## src/rtl/fetch_unit.sv

```systemverilog
// Instruction fetch unit: a registered PC drives instruction memory, and
// returned words are captured with their PC into a 2-entry FIFO that feeds
// decode. Redirects flush the FIFO and restart fetch at the new target.
module fetch_unit #(
    parameter logic [31:0] RESET_PC       = 32'h0000_0000,
    parameter int          ADDR_BIT_WIDTH = 11,
    parameter int          DATA_BIT_WIDTH = 32
) (
    input  logic                      clk,
    input  logic                      reset,
    output logic [ADDR_BIT_WIDTH-1:0] imem_addr,
    input  logic [DATA_BIT_WIDTH-1:0] imem_data,
    input  logic                      redirect_valid,
    input  logic [31:0]               redirect_pc,
    input  logic                      stall,
    output logic                      out_valid,
    input  logic                      out_ready,
    output logic [DATA_BIT_WIDTH-1:0] out_inst,
    output logic [31:0]               out_pc,
    output logic [31:0]               fetch_count
);

    // Word-aligned reset target.
    localparam logic [31:0] RESET_PC_ALIGNED = RESET_PC & 32'hFFFF_FFFC;

    logic [31:0]               pc_q, pc_d;
    logic [1:0]                count_q, count_d;
    logic [DATA_BIT_WIDTH-1:0] head_inst_q, head_inst_d;
    logic [31:0]               head_pc_q, head_pc_d;
    logic [DATA_BIT_WIDTH-1:0] tail_inst_q, tail_inst_d;
    logic [31:0]               tail_pc_q, tail_pc_d;
    logic [31:0]               fetch_count_q, fetch_count_d;

    logic       pop;
    logic       pop_fifo;
    logic       issue;
    logic [1:0] cnt_after_pop;

    // The memory address comes straight from the PC flop, so it is stable
    // for the whole cycle while memory samples it on the falling edge.
    assign imem_addr   = pc_q[ADDR_BIT_WIDTH+1:2];
    assign out_valid   = (count_q != 2'd0);
    assign out_inst    = head_inst_q;
    assign out_pc      = head_pc_q;
    assign fetch_count = fetch_count_q;

    // Handshake decode: a redirect still counts an accepted instruction but
    // does not drain the FIFO, since the FIFO is flushed anyway.
    always_comb begin
        pop           = out_valid & out_ready;
        pop_fifo      = pop & ~redirect_valid;
        issue         = ~stall & ~redirect_valid & ((count_q < 2'd2) | pop);
        cnt_after_pop = count_q - {1'b0, pop_fifo};
    end

    // Next-state for PC, FIFO entries, occupancy and the accept counter.
    always_comb begin
        // NOTE: every target gets a default first so no path leaves it unassigned (no latch).
        pc_d          = pc_q;
        count_d       = count_q;
        head_inst_d   = head_inst_q;
        head_pc_d     = head_pc_q;
        tail_inst_d   = tail_inst_q;
        tail_pc_d     = tail_pc_q;
        fetch_count_d = fetch_count_q + {31'd0, pop};

        if (redirect_valid) begin
            pc_d    = redirect_pc & 32'hFFFF_FFFC;
            count_d = 2'd0;
        end else begin
            // Popping a full FIFO promotes the tail entry to head.
            if (pop_fifo && (count_q == 2'd2)) begin
                head_inst_d = tail_inst_q;
                head_pc_d   = tail_pc_q;
            end
            // The word on imem_data belongs to the current PC; it lands in
            // the first free slot after any pop this cycle.
            if (issue) begin
                pc_d = pc_q + 32'd4;
                if (cnt_after_pop == 2'd0) begin
                    head_inst_d = imem_data;
                    head_pc_d   = pc_q;
                end else begin
                    tail_inst_d = imem_data;
                    tail_pc_d   = pc_q;
                end
            end
            count_d = cnt_after_pop + {1'b0, issue};
        end
    end

    // Control and head registers with synchronous reset.
    always_ff @(posedge clk) begin
        // NOTE: sequential state uses non-blocking assignments so every flop samples pre-edge values.
        if (reset) begin
            pc_q          <= RESET_PC_ALIGNED;
            count_q       <= 2'd0;
            head_inst_q   <= '0;
            head_pc_q     <= 32'd0;
            fetch_count_q <= 32'd0;
        end else begin
            pc_q          <= pc_d;
            count_q       <= count_d;
            head_inst_q   <= head_inst_d;
            head_pc_q     <= head_pc_d;
            fetch_count_q <= fetch_count_d;
        end
    end

    // Tail entry storage.
    always_ff @(posedge clk) begin
        // NOTE: the tail is storage only, read solely when count is 2, so it needs no reset.
        tail_inst_q <= tail_inst_d;
        tail_pc_q   <= tail_pc_d;
    end

endmodule

```

## config.mk

```make
export PLATFORM = sky130hd
export DESIGN_NAME = fetch_unit
export DESIGN_NICKNAME = d
export VERILOG_FILES = /design/src/rtl/fetch_unit.sv
export SDC_FILE = /design/constraint.sdc
export NUM_CORES = 1
export LEC_CHECK = 0
export ABC_AREA = 1
export CAP_MARGIN = 20
export CORE_MARGIN = 1.5
export CORE_UTILIZATION = 40
export DETAILED_ROUTE_END_ITERATION = 10
export SLEW_MARGIN = 0
export SYNTH_ARGS = -nofsm -noshare
export SYNTH_HDL_FRONTEND = slang
export SYNTH_SLANG_ARGS = --single-unit
```

## constraint.sdc

```tcl
create_clock -name clk -period 3.03 [get_ports clk]
set_input_delay 0.303 -clock clk [delete_from_list [all_inputs] [get_ports clk]]
set_output_delay 0.303 -clock clk [all_outputs]
set_load 0.05 [all_outputs]
```

==> results of run 1 <==
## worst max path at each step
stage / from / to / slack [ns] / cells after the start
after floorplan: count_q[1]$_SDFF_PP0_ / tail_inst_q[0]$_DFFE_PP_ / 0.15 / 9
after global placement: redirect_valid / out_inst[12]$_SDFFE_PP0N_ / 0.36 / 9
after detailed placement: redirect_valid / out_pc[26]$_SDFFE_PP0N_ / 0.31 / 9
after CTS: count_q[1]$_SDFF_PP0_ / out_pc[25]$_SDFFE_PP0N_ / 0.67 / 13
after global routing: count_q[1]$_SDFF_PP0_ / out_pc[26]$_SDFFE_PP0N_ / 0.46 / 14
final: count_q[1]$_SDFF_PP0_ / out_pc[25]$_SDFFE_PP0N_ / 0.74 / 13
## cell usage after synthesis (2+ instances only)
| cell | n | area (µm²) |
|---|---|---|
| ha_1 | 6 | 75.1 |
| xor2_1 | 12 | 105 |
| edfxtp_1 | 62 | 1860 |
| inv_1 | 92 | 345 |
| a31oi_1 | 2 | 12.5 |
| buf_4 | 16 | 120 |
| nor3_1 | 7 | 35.0 |
| a21oi_1 | 43 | 215 |
| dfxtp_1 | 128 | 2560 |
| clkbuf_1 | 22 | 82.6 |
| buf_2 | 18 | 90.1 |
| nand2_1 | 334 | 1250 |
| nand4_1 | 9 | 56.3 |
| xnor2_1 | 6 | 52.6 |
| o21ai_1 | 53 | 265 |
| nand3b_1 | 10 | 75.1 |
| nand3_1 | 31 | 155 |
| o221ai_1 | 2 | 17.5 |
| inv_2 | 5 | 18.8 |
| nand2_2 | 2 | 12.5 |
| nor2_1 | 227 | 852 |
| o21ai_0 | 73 | 365 |
| nor3b_1 | 3 | 22.5 |
| o211ai_1 | 5 | 37.5 |
## cell type report
| type | count | area (µm²) | share of cell area (%) |
|---|---|---|---|
| Tap cell | 280 | 350 | 3.09 |
| Multi-Input combinational cell | 832 | 3690 | 32.6 |
| Timing Repair Buffer | 189 | 1900 | 16.8 |
| Clock buffer | 18 | 429 | 3.79 |
| Inverter | 97 | 368 | 3.25 |
| Antenna cell | 1 | 2.50 | 0.0221 |
| Clock inverter | 14 | 160 | 1.41 |
| Sequential cell | 190 | 4420 | 39.1 |
## stage by stage
| stage | util (%) | area (µm²) | hold WS (ns) |
|---|---|---|---|
| 2_1_floorplan | - | 8790 | 0.402 |
| 3_3_place_gp | 49.5 | 10700 | 0.431 |
| 3_5_place_dp | 49.5 | 10700 | 0.432 |
| 4_1_cts | 52.2 | 11300 | 0.434 |
| 5_1_grt | 52.2 | 11300 | 0.446 |
| 6_report | 52.2 | 11300 | 0.441 |
## power breakdown
part / switching (mW) / internal [mW] / total [mW]
Sequential: 0.0773 / 2.74 / 2.82
Combinational: 0.613 / 0.330 / 0.944
Clock: 1.04 / 1.24 / 2.28
## per-layer routing
metal / part of all wire, % / vias up / GRT usage [%]
met3: 5.4 / 33 / 3.40
met2: 43 / 202 / 32.4
met5: 0.037 / - / 0
met4: 2.0 / 2 / 7.23
met1: 49 / 3559 / 29.8
li1: - / 4053 / -
## critical path, cell delays in order (launching register included)
cell and delay [ns]:
dfxtp_1 0.41, inv_2 0.07, nand2_1 0.09, nand2_1 0.08, nor2_1 0.11, ha_1 0.20, xnor2_2 0.14, nand2_2 0.12
nor2_8 0.22, inv_2 0.22, buf_12 0.23, o21ai_1 0.17, nor2_1 0.06, nor2_1 0.11
## state kept, by name, summed over array words and instances, names as in the netlist
name / flops
pc_q: 30
fetch_count: 32
out_pc: 32
tail_inst_q: 32
out_inst: 32
count_q: 2
tail_pc_q: 30
## kinds of logic after synthesis
logic type,share of synthesized area [%]
buffers and inverters,7.66
adders and majority gates,0.854
xor gates and xnor gates,1.98
AOI/OAI and AO/OA,10.7
and+or+nand+nor,28.4
DFF,50.3
==> metrics, run 1 <==
Hold Path End=out_pc[0]$_SDFFE_PP0N_; antenna violations before repair=2; Post-synth EDFFs=62; Post-Route Setup TNS=0 ns; fin cells=between 1500 and 2000; wire length of the first global-routing pass=37.5 mm; Worst R2R Start=count_q[1]$_SDFF_PP0_; Resized cells post-CTS=0; Starting DRT DRC Count=483; number of synthesized register bits=190; WL/cell=around 15 µm; r2r worst-path depth=13; sequential cell area fraction in the yosys report=between 50 and 60%; synth-to-layout area growth=28.8%; IR drop worst, VDD=around 330 µV; gpl congestion=0.915; most common cell after layout, fill and taps aside=nand2_1; DRC=0; peak fanout along the critical path=31; Max-Cap Viols=0; hold_sp=out_pc[0]$_SDFFE_PP0N_; final wirelength=24.0 mm; CP arrival=2.67 ns; Sink Count=190; Synth Warn #=0; CTS tree=built; Clock Skews=0.0103 ns; nature of the critical path startpoint=register; DRT antenna net count=0; Overall Global Routing Usage=21.0%; Die Span Y=151 µm; post-route minimum period=2.29 ns; share of layout cells above drive strength 1=4.48%; most frequent cells in the layout=nand2_1 (334), nor2_1 (227), clkdlybuf4s50_1 (173), dfxtp_1 (128), inv_1 (90); Port Buffers=174; final setup fails=0; 1st-pass router iterations=5; clock insertion delay at the later pin of the skew report=between 0.4 and 0.5 ns; final period utilization=roughly three quarters; Slew HR=50.3%; Peak Freq=~440 MHz; RSZ-0062 raised after global routing=no; Setup WS pre-CTS=0.312 ns; placed cell count=1588; Min-Delay Path Class=register to register; Layout Nets=1402; DR vias=between 7000 and 8000; starting density of the core=40.5%; IO Pins=roughly 180; Core Box Area=0.0217 mm²; Die Wd=between 150 and 200 µm; largest net degree at the start of global routing=61; Post-CTS Setup Inserts=0; Reg2Reg Setup Slack=0.74 ns; CP Capture Type=register; Die ar.=0.0229 mm²; Power Dens Cells=533 mW/mm²; vias in the first global route=7344; Hold Path Cell Cnt=2; hold buffer count at cts=0; final hold vios=0; leakage dissipation=4.28 nW; hpwl dp=16.6 mm; Reg-to-Reg End=out_pc[25]$_SDFFE_PP0N_; clock-pin slew on the worst setup and hold paths=0.07 ns; CTS H-tree depth=4; worst-margin pin slew=about 0.74 ns; Post-synth ARST share=0%; Root Driver=clkbuf_16; Final Max Slew Viols=0; Worst Slack Setup Final=0.735 ns; synthesized instance count=approximately 1200; Critical Path RT=approximately 3.4 ns; Mapped Avg Cell Area=about 7.5 µm²; Vias/cell=4.84; cell area after synthesis=~0.0088 mm²; Synth Flop Type=dfxtp_1; Net Count, Synth=1252; run status=finished clean; row cnt=54; grt ovf=0; CTS Buf Count=17; Yosys cell types=33; Layout fillers=2111; CTS Buffer Depth=2; total power=6.04 mW; Setup CP Type=register to register
No activity file was read; power rests on OpenSTA's default activity.
==> run 2, diff against run 1 <==
==> constraint.sdc (replaced) <==
create_clock -name clk -period 2.4 [get_ports clk]
set_input_delay 0.24 -clock clk [delete_from_list [all_inputs] [get_ports clk]]
set_output_delay 0.24 -clock clk [all_outputs]
set_load 0.05 [all_outputs]
==> run 2 against run 1 <==
Clock skew rose by 0.0073 ns. Non-clock buffer count up 11. Sequential cell count is the same. Critical path depth is 12 lower. Sequential power increased by 26%. Clock-buffer cell count down 1. Sequential share of layout area shrank 0.65 points. Clock power up 32%. Total power up 29%. Register-to-register slack worse by 0.31 ns. Die area stayed put. Final area grew 1.8%. Critical endpoint is now imem_addr[5]. Largest cell class unchanged.
==> metrics, run 2 (synthesized netlist as in run 1, its figures left out) <==
Setup CP Type=register to output pin (was register to register); most common cell after layout, fill and taps aside=nand2_1 (unchanged); Reg2Reg Setup Slack=0.43 ns (was 0.74 ns); antenna violations before repair=1 (was 2); placed cell area=0.0109 mm² (was 0.0107 mm²); Power Dens Cells=675 mW/mm² (was 533 mW/mm²); Worst path max stage delay=0.89 ns (was 0.41 ns); Core Box Area=0.0217 mm² (unchanged); busiest layer in global routing=met2 (unchanged); wire length of the first global-routing pass=38.2 mm (was 37.5 mm); Post-Route Setup TNS=0 ns (unchanged); clock insertion delay at the later pin of the skew report=0.44 ns (was 0.43 ns); Resized cells post-CTS=0 (unchanged); gpl congestion=0.902 (was 0.915); RSZ-0062 raised after global routing=no (unchanged); hold buffer count at cts=0 (unchanged); CP arrival=1.82 ns (was 2.67 ns); row cnt=54 (unchanged); share of layout cells above drive strength 1=5.77% (was 4.48%); total power=7.79 mW (was 6.04 mW); Min-Delay Path Class=primary input to register (was register to register); CTS tree=built (unchanged); CTS H-tree depth=4 (unchanged); Max-Cap Viols=0 (unchanged); Hold Path End=pc_q[5]$_SDFFE_PP0P_ (was out_pc[0]$_SDFFE_PP0N_); Die Span Y=151 µm (unchanged); final setup fails=0 (unchanged); placed cell count=1599 (was 1588); Reg-to-Reg End=out_pc[19]$_SDFFE_PP0N_ (was out_pc[25]$_SDFFE_PP0N_); Root Driver=clkbuf_16 (unchanged); Worst Path Buf+Inv=1 (was 3); synth-to-layout area growth=31.1% (was 28.8%); nature of the critical path startpoint=register (unchanged); vias in the first global route=7499 (was 7344); GR Util met3=3.40% (unchanged); CTS Buffer Depth=2 (unchanged); run status=finished clean (unchanged); Setup WS pre-CTS=0.144 ns (was 0.312 ns); CTS Buf Count=17 (unchanged); Critical Path RT=2.16 ns (was 3.40 ns); Die Wd=151 µm (unchanged); area occupied by registers=0.00443 mm² (was 0.00442 mm²); critical path depth=1 (was 13); grt met2 use=32.8% (was 32.4%); Starting DRT DRC Count=513 (was 483); GR Util met1=30.6% (was 29.8%); hold_sp=reset (was out_pc[0]$_SDFFE_PP0N_); CP Capture Type=output pin (was register); worst-margin pin slew=0.602 ns (was 0.744 ns); Worst Slack Setup Final=0.339 ns (was 0.735 ns); Layout Nets=1413 (was 1402); grt ovf=0 (unchanged); r2r worst-path depth=14 (was 13); fin cells=1632 (was 1621); final hold vios=0 (unchanged); clock-pin slew on the worst setup and hold paths=0.07 ns (about the same); Sink Count=190 (unchanged); IO Pins=177 (unchanged); WL/cell=14.6 µm (was 14.8 µm); final period utilization=85.9%; final wirelength=23.9 mm (was 24.0 mm); starting density of the core=40.5% (unchanged); largest net degree at the start of global routing=54 (was 61); crit path cell chain=clkdlybuf4s50_1 (was inv_2 > nand2_1 > nand2_1 > nor2_1 > ha_1 > xnor2_2 > nand2_2 > nor2_8 > inv_2 > buf_12 > o21ai_1 > nor2_1 > nor2_1); Slowest cell on crit path=clkdlybuf4s50_1 (was dfxtp_1); Clock Skews=0.0176 ns (was 0.0103 ns); Hold Path Cell Cnt=2 (unchanged); Peak Freq=485 MHz; Worst R2R Start=count_q[1]$_SDFF_PP0_ (unchanged); post-route minimum period=just over 2 ns; Layout fillers=2120 (was 2111); Die ar.=0.0229 mm² (unchanged); DR vias=7955 (was 7849); 1st-pass router iterations=5 (unchanged); hpwl dp=17.1 mm (was 16.6 mm); most frequent cells in the layout=nand2_1 (331), nor2_1 (227), clkdlybuf4s50_1 (173), dfxtp_1 (127), inv_1 (89) (was nand2_1 (334), nor2_1 (227), clkdlybuf4s50_1 (173), dfxtp_1 (128), inv_1 (90)); Vias/cell=4.87 (was 4.84); Worst Setup SP=pc_q[7]$_SDFFE_PP0P_ (was count_q[1]$_SDFF_PP0_); CP top delay family=buffers and inverters (was simple AND/OR/NAND/NOR gates); cell area after layout=0.0115 mm² (was 0.0113 mm²); leakage dissipation=4.36 nW (was 4.28 nW); Final Max Slew Viols=0 (unchanged); Overall Global Routing Usage=21.5% (was 21.0%); peak fanout along the critical path=7 (was 31); Port Buffers=174 (unchanged); Post-CTS Setup Inserts=0 (unchanged); Slew HR=59.9% (was 50.3%); DRT antenna net count=0 (unchanged); DRC=0 (unchanged); IR drop worst, VDD=474 µV (was 326 µV); area of the multi-input gates=0.00372 mm² (was 0.00369 mm²)
-- run 2: cell type report --
type | instances | area share, %
flip-flops and latches | 190 | 38.4
diodes | 1 | 0.0217
repair buffers | 200 | 17.6
inverters | 97 | 3.21
clock buffers | 17 | 3.69
well taps | 280 | 3.04
multi-input cells | 832 | 32.2
clock inverters | 15 | 1.75
-- run 2: power by group --
part	internal, mW	switching, mW
Clock	1.68	1.34
Combinational	0.435	0.776
Sequential	3.46	0.0961
-- run 2: routing by layer --
metal	part of all wire (%)	up-vias
li1	-	4086
met4	2.1	0
met1	49	3614
met3	6.0	33
met5	0	-
met2	43	222
-- run 2: worst max-delay path by stage --
stage	endpoint
2_1_floorplan	tail_inst_q[0]$_DFFE_PP_
3_3_place_gp	fetch_count[20]$_SDFF_PP0_
3_5_place_dp	out_pc[19]$_SDFFE_PP0N_
4_1_cts	imem_addr[2]
5_1_grt	fetch_count[30]$_SDFF_PP0_
6_report	imem_addr[5]
-- run 2: through the flow --
stage | utilization, % | hold WS [ns]
after floorplan | - | 0.339
final | 53.1 | 0.305
after detailed placement | 50.2 | 0.434
after global routing | 53.1 | 0.354
after CTS | 53.1 | 0.302
after global placement | 50.2 | 0.431
==> run 3, diff against run 2 <==
--- a/config.mk
+++ b/config.mk
@@ -10,6 +10,7 @@
 export CORE_MARGIN = 1.5
 export CORE_UTILIZATION = 40
 export DETAILED_ROUTE_END_ITERATION = 10
+export RECOVER_POWER = 25
 export SLEW_MARGIN = 0
 export SYNTH_ARGS = -nofsm -noshare
 export SYNTH_HDL_FRONTEND = slang
==> run 3 against run 2 <==
Total power decreased by 0.11%. Die area unchanged. Combinational power about the same. Wire length increased by 0.50%. Cell count unchanged. Clock skew decreased by 0.00096 ns.
==> metrics, run 3 (synthesized netlist as in run 1, its figures left out) <==
run status=finished clean (unchanged); largest net degree at the start of global routing=54 (unchanged); CTS Buf Count=17 (unchanged); Root Driver=clkbuf_16 (unchanged); gpl congestion=0.902 (unchanged); Clock Skews=0.0166 ns (was 0.0176 ns); WL/cell=14.7 µm (was 14.6 µm); Setup CP Type=register to output pin (unchanged); CTS H-tree depth=4 (unchanged); Worst Path Buf+Inv=1 (unchanged); vias in the first global route=7499 (unchanged); area occupied by registers=0.00443 mm² (unchanged); Resized cells post-CTS=0 (unchanged); most frequent cells in the layout=nand2_1 (333), nor2_1 (227), clkdlybuf4s50_1 (140), dfxtp_1 (127), inv_1 (89) (was nand2_1 (331), nor2_1 (227), clkdlybuf4s50_1 (173), dfxtp_1 (127), inv_1 (89)); peak fanout along the critical path=7 (unchanged); fin cells=1632 (unchanged); Min-Delay Path Class=primary input to register (unchanged); crit path cell chain=clkdlybuf4s50_1 (unchanged); busiest layer in global routing=met2 (unchanged); placed cell count=1599 (unchanged); utilization after layout=52.9% (was 53.1%); final period utilization=86.0% (was 85.9%); nature of the critical path startpoint=register (unchanged); Critical Path RT=2.16 ns (about the same); Vias/cell=4.87 (about the same); share of layout cells above drive strength 1=5.40% (was 5.77%); hpwl dp=17.1 mm (unchanged); Max-Cap Viols=0 (unchanged); Starting DRT DRC Count=508 (was 513); Slowest cell on crit path=clkdlybuf4s50_1 (unchanged); hold buffer count at cts=0 (unchanged); Setup WS pre-CTS=0.144 ns (unchanged); final wirelength=24.0 mm (was 23.9 mm); clock insertion delay at the later pin of the skew report=0.44 ns (about the same); CP top delay family=buffers and inverters (unchanged); final hold vios=0 (unchanged); most common cell after layout, fill and taps aside=nand2_1 (unchanged); CTS Buffer Depth=2 (unchanged); worst-margin pin slew=0.595 ns (was 0.602 ns); leakage dissipation=4.35 nW (was 4.36 nW); Worst path max stage delay=0.89 ns (about the same); GR Util met3=3.40% (unchanged); CTS tree=built (unchanged); Power Dens Cells=677 mW/mm² (was 675 mW/mm²); RSZ-0062 raised after global routing=no (unchanged); DRT antenna net count=0 (unchanged); wire length of the first global-routing pass=38.2 mm (unchanged); CP Capture Type=output pin (unchanged); Overall Global Routing Usage=21.5% (unchanged); DR vias=7948 (was 7955); Peak Freq=485 MHz (about the same); starting density of the core=40.5% (unchanged); GR Util met1=30.6% (unchanged); Sink Count=190 (unchanged); Die Wd=151 µm (unchanged); IO Pins=177 (unchanged); Min Hold Slack=0.301 ns (was 0.305 ns); Layout Nets=1413 (unchanged); Die ar.=0.0229 mm² (unchanged); DRC=0 (unchanged); clock-pin slew on the worst setup and hold paths=0.07 ns (about the same); Core Box Area=0.0217 mm² (unchanged); CP arrival=1.82 ns (about the same); synth-to-layout area growth=30.6% (was 31.1%); Worst Slack Setup Final=0.337 ns (was 0.339 ns); area of the multi-input gates=0.00370 mm² (was 0.00372 mm²); 1st-pass router iterations=4 (was 5); antenna violations before repair=1 (unchanged); Layout fillers=2129 (was 2120); Final Max Slew Viols=0 (unchanged); Die Span Y=151 µm (unchanged); Port Buffers=174 (unchanged); IR drop worst, VDD=475 µV (was 474 µV); grt ovf=0 (unchanged); row cnt=54 (unchanged); Slew HR=60.3% (was 59.9%); post-route minimum period=2.06 ns (about the same); final setup fails=0 (unchanged); Post-CTS Setup Inserts=0 (unchanged); total power=7.78 mW (was 7.79 mW); grt met2 use=32.8% (unchanged)
==> run 3: cell type report <==
class | instances | area share [%]
clock inverters | 15 | 1.75
multi-input cells | 832 | 32.2
repair buffers | 200 | 17.5
diodes | 1 | 0.0218
inverters | 97 | 3.23
clock buffers | 17 | 3.70
flip-flops and latches | 190 | 38.6
well taps | 280 | 3.05
==> run 3: metal layers <==
metal	up-vias	part of all wire, %
met2	217	43
met1	3617	49
met5	-	0
met3	33	6.0
met4	0	2.1
li1	4081	-
==> run 3: worst paths after layout <==
kind                     startpoint                          to  slack (ns)  cells past startpoint
min                           reset        pc_q[5]$_SDFFE_PP0P_        0.30                      2
max reg2reg   count_q[1]$_SDFF_PP0_  fetch_count[20]$_SDFF_PP0_        0.35                     14
min reg2reg  out_pc[1]$_SDFFE_PP0N_      out_pc[1]$_SDFFE_PP0N_        0.44                      2
max            pc_q[7]$_SDFFE_PP0P_                imem_addr[5]        0.34                      1
==> run 3: power breakdown <==
group          switching, mW  internal (mW)
sequential            0.0966           3.46
clock                   1.35           1.68
combinational          0.775          0.418
total                   2.22           5.56
==> run 3: stage by stage <==
step           area, µm²  TNS [ns]
2_1_floorplan       8820     -5.62
6_report           11500         0
5_1_grt            11500         0
3_5_place_dp       10900         0
4_1_cts            11500         0
3_3_place_gp       10900         0
